--- src/rtl/pipeline_4_writeback.sv ---
// rtl/pipeline_4_writeback.sv - writeback stage: register-file write port, status commit, HALT freeze
// Optional retired-instruction counter enabled by WB_RETIRE_COUNT_EN.
module pipeline_4_writeback #(
    parameter int PC_W  = 9,
    parameter int CNT_W = 16
) (
    input  logic             clk,
    input  logic             rst,
    input  logic [21:0]      control_in,
    input  logic [5:0]       inst_type_in,
    input  logic [15:0]      result_in,
    input  logic             N_in,
    input  logic             V_in,
    input  logic             Z_in,
    input  logic [PC_W-1:0]  pc_in,
    input  logic [15:0]      mdata,
    output logic             w_en,
    output logic [2:0]       w_num,
    output logic [15:0]      w_data,
    output logic [2:0]       status_out,
    output logic             retire,
    output logic             halted
`ifdef WB_RETIRE_COUNT_EN
    ,
    output logic [CNT_W-1:0] instret
`endif
);

    typedef enum logic {
        S_RUN    = 1'b0,
        S_HALTED = 1'b1
    } state_t;

    state_t            state;
    logic [2:0]        writenum_q;
    logic              write_q;
    logic              loads_q;
    logic [5:0]        type_q;
    logic [15:0]       result_q;
    logic [PC_W-1:0]   pc_q;
    logic [2:0]        nvz_q;
    logic [2:0]        status_q;
    logic              run;

    // Only writenum, write and loads are consumed here; the rest of the control word ends upstream.
    wire unused_ctrl = &{1'b0, control_in[21:9], control_in[7:4]};

    assign run = (state == S_RUN);

    always_ff @(posedge clk or negedge rst) begin
        if (!rst) begin
            state      <= S_RUN;
            writenum_q <= 3'd0;
            write_q    <= 1'b0;
            loads_q    <= 1'b0;
            type_q     <= 6'd0;
            result_q   <= 16'd0;
            pc_q       <= '0;
            nvz_q      <= 3'd0;
            status_q   <= 3'd0;
        end else if (state == S_RUN) begin
            writenum_q <= control_in[2:0];
            write_q    <= control_in[3];
            loads_q    <= control_in[8];
            type_q     <= inst_type_in;
            result_q   <= result_in;
            pc_q       <= pc_in;
            nvz_q      <= {N_in, V_in, Z_in};
            if (retire && loads_q)
                status_q <= nvz_q;
            if (type_q[5])
                state <= S_HALTED;
        end else begin
            // Frozen: keep feeding bubbles so nothing stale lingers in the stage.
            writenum_q <= 3'd0;
            write_q    <= 1'b0;
            loads_q    <= 1'b0;
            type_q     <= 6'd0;
            result_q   <= 16'd0;
            pc_q       <= '0;
            nvz_q      <= 3'd0;
        end
    end

    always_comb begin
        w_data = result_q;
        if (type_q[2])
            w_data = mdata;
        else if (type_q[3])
            w_data = {{(16-PC_W){1'b0}}, pc_q};
    end

    assign w_en       = write_q & (type_q[0] | type_q[2] | type_q[3]) & run;
    assign w_num      = writenum_q;
    assign retire     = (|type_q) & run;
    assign halted     = (state == S_HALTED);
    assign status_out = status_q;

`ifdef WB_RETIRE_COUNT_EN
    always_ff @(posedge clk or negedge rst) begin
        if (!rst)
            instret <= '0;
        else if (retire)
            instret <= instret + 1'b1;
    end
`else
    localparam int unused_cnt_w = CNT_W;
`endif

endmodule
--- config.mk ---
export PLATFORM = sky130hd
export DESIGN_NAME = pipeline_4_writeback
export DESIGN_NICKNAME = d
export VERILOG_FILES = /design/src/rtl/pipeline_4_writeback.sv
export SDC_FILE = /design/constraint.sdc
export NUM_CORES = 1
export LEC_CHECK = 0
export ABC_CLOCK_PERIOD_IN_PS = 1480
export CAP_MARGIN = 5
export CORE_ASPECT_RATIO = 1.2
export CORE_UTILIZATION = 37
export CTS_CLUSTER_SIZE = 40
export DETAILED_ROUTE_END_ITERATION = 12
export GPL_ROUTABILITY_DRIVEN = 0
export PLACE_DENSITY = 0.79
export SETUP_SLACK_MARGIN = 0.4
export SYNTH_ARGS = -nofsm -noshare
export SYNTH_HDL_FRONTEND = slang
export SYNTH_SLANG_ARGS = --single-unit
export TNS_END_PERCENT = 50
--- constraint.sdc ---
create_clock -name clk -period 1.48 [get_ports clk]
set_input_delay 0.37 -clock clk [delete_from_list [all_inputs] [get_ports clk]]
set_output_delay 0.37 -clock clk [all_outputs]
set_load 0.005 [all_outputs]
==> summary.txt <==
Outcome: finished, violations left
Violated checks: negative setup slack
Met1 Use GR: 18.3%
Kind of critical path: reg2out
HP Class: in2async
Fill cell count: 350
Syn_nets: 211
Peak supply drop: 614 µV
Total track usage: 17.0%
PwrDens: 821 mW/mm²
CORE AREA: 0.00433 mm²
Root Driver: clkbuf_8
Area Overhead vs Synth: 68.6%
Cell internal pwr: 1.82 mW
DRC viols: 0
Reg power frac: 52.9%
Fin worst setup slack: -278 ps
Util after Layout: 66.0%
Netlist cell types: 18
Critical path launch point type: flip-flop
Max_slew headroom: 85.8%
CTS clk-pin slew, worst paths: 80 ps
Setup Skew: 7.16 ps
Setup TNS: -4090 ps
Post-synth ARST share: 100%
Net total in the final layout: 314
Fmax: 569 MHz
Count leader, synth: dfrtp_1
Initial antenna violation count: 0
Worst Max-Slew Pin Slew: 207 ps
Net load switching power: 0.530 mW
Leakage: 1.31 nW
CTS buffer count: 5
Top post-synthesis cells by area: dfrtp_1 (63%), nor2b_1 (14%), mux2i_1 (5.3%), a22o_1 (3.1%), o21ai_0 (3.0%)
Post-synth top area cell: dfrtp_1
Clock tree buffer depth: 2
Clk pwr share: 30.3%
Initial Utilization: 39.2%
Routed len/inst: 13.3 µm
Sequential cell area fraction in the yosys report: 63.5%
CTS tree: yes
Area of the mapped netlist: 0.00170 mm²
DP Worst Slack: -374 ps
Met3 Track Usage GR: 7.78%
WP data required: 1110 ps
Most instantiated cells after synthesis: dfrtp_1 (43), nor2b_1 (39), nand2_1 (10), o21ai_0 (10), mux2i_1 (9)
First-pass GRT wire length: 6.18 mm
Die height: 76.2 µm
Via count: 1317
Unrepaired setup endpoints after global routing: yes
Top cell type's share of synthesized area: 63.5%
IO Count: 99
Post-DRT Antenna Nets: 0
Tmin final: 1760 ps
Max Slew Vio Count: 0
Fin Hold WS: 24.4 ps
Cells after synthesis: 137
Crit-path max FO: 4
Chip Width: 63.8 µm
H-tree Lvls: 2
Maxcap violations: 0
Ys Warns: 0
Finished layout cell area: 0.00286 mm²
Switching power share of the total: 22.6%
Met2 usage in global routing: 28.8%
Final Cycle Share: 119%
Crit end category: output pin
Post-Route WL: 3.95 mm
GRT overflow: 0
Post-synth EDFFs: 0
Layout cells sized above 1: 29.9%
DP HPWL: 2.68 mm
Worst skew pair latency: 290 ps
Number of I/O port buffers: 81
Antenna cells: 0
DRT Pass-1 Iters: 3
Crit path DAT: 1390 ps
Pin count of the biggest net entering global routing: 44
Final setup viols: 18
Vias per inst: 4.43
Row Count: 26
Main flop type after synthesis: dfrtp_1
DIE AREA: 0.00486 mm²
Yosys reg bits: 43
Vias in the first global route: 1310
Post-DP Area: 0.00265 mm²
GR peak layer: met2
Logic pwr share: 16.9%
Mean Syn Cell Area: 12.4 µm²
DR iter-0 viols: 18
Final hold viol count: 0
Clk sinks: 43
[flip-flops by register name, indices dropped and copies added (netlist names)]
| register | flops |
|---|---|
| loads_q | 1 |
| result_q | 16 |
| nvz_q | 3 |
| pc_q | 9 |
| w_num | 3 |
| halted | 1 |
| type_q | 6 |
| write_q | 1 |
| status_out | 3 |
[cells by family (layout without fill, tap and decap cells)]
family                 Yosys count  after routing  share of synthesized area, %
DFF                             43             43                          63.5
muxes                           12             12                          7.31
AOI/OAI and AO/OA               18             18                          6.86
buffers and inverters            8            112                          2.44
and+or+nand+nor                 56             56                          19.9
[final cells by class]
class	instances	area [µm²]	share of cell area, %
clock inverters	1	5.00	0.175
flip-flops and latches	43	1080	37.8
repair buffers	104	991	34.7
multi-input cells	86	636	22.2
clock buffers	7	76.3	2.67
well taps	56	70.1	2.45
[final timing paths]
kind                                 endpoint  cells after the start  slack (ps)      start
worst max-delay path                w_data[9]                      5        -280  type_q[3]
worst min-delay path             result_q[11]                      2          20        rst
worst max register to register  status_out[2]                      5          20  type_q[2]
worst min register to register  status_out[0]                      1         470   nvz_q[0]
max in group asynchronous           type_q[3]                      2        1220        rst
min in group clk                status_out[0]                      1         470   nvz_q[0]
[repair_timing]
| item | in CTS | in global routing |
|---|---|---|
| pin swaps | 13 | 4 |
| setup endpoints to repair | 28 | 28 |
| gates cloned | 2 | 1 |
| hold buffers | 0 | 0 |
| setup buffers | 7 | 3 |
| gates resized for setup | 114 | 10 |
[per-layer routing]
| metal | share of wire (%) | up-vias |
|---|---|---|
| li1 | - | 654 |
| met1 | 37 | 605 |
| met2 | 53 | 52 |
| met3 | 8.7 | 6 |
| met4 | 1.5 | 0 |
| met5 | 0 | - |
[critical path: stages, from the launching register on]
cell and delay, ps:
dfrtp_2 450, buf_4 160, nor2_4 140, buf_6 120
a22o_1 130, buf_2 110
[per-stage QoR]
step	power, mW	instances
final	2.35	297
after global routing	2.45	297
after CTS	2.34	293
after detailed placement	1.64	276
after global placement	1.63	276
after floorplan	1.37	137
[layout by cell type (no fill, tap or decap), types with 2 or more instances in the layout]
master / instances
clkbuf_16: 2
clkbuf_1: 2
clkdlybuf4s50_1: 55
buf_2: 25
clkbuf_8: 5
dfrtp_1: 40
buf_6: 8
buf_4: 9
o21ai_2: 3
a22o_1: 6
o21ai_1: 7
buf_12: 4
dfrtp_2: 3
nor2b_1: 39
mux2i_2: 2
mux2_1: 2
nand2_1: 9
mux2i_1: 7
[power groups by stage]
| stage | logic, mW | clock network, mW | registers (mW) |
|---|---|---|---|
| finish | 0.396 | 0.710 | 1.24 |
| floorplan | 0.107 | 0 | 1.26 |
| global route | 0.430 | 0.780 | 1.24 |
| CTS | 0.386 | 0.717 | 1.24 |
| global placement | 0.375 | 0 | 1.26 |
| detailed placement | 0.382 | 0 | 1.26 |
(Power assumes the default switching activity.)
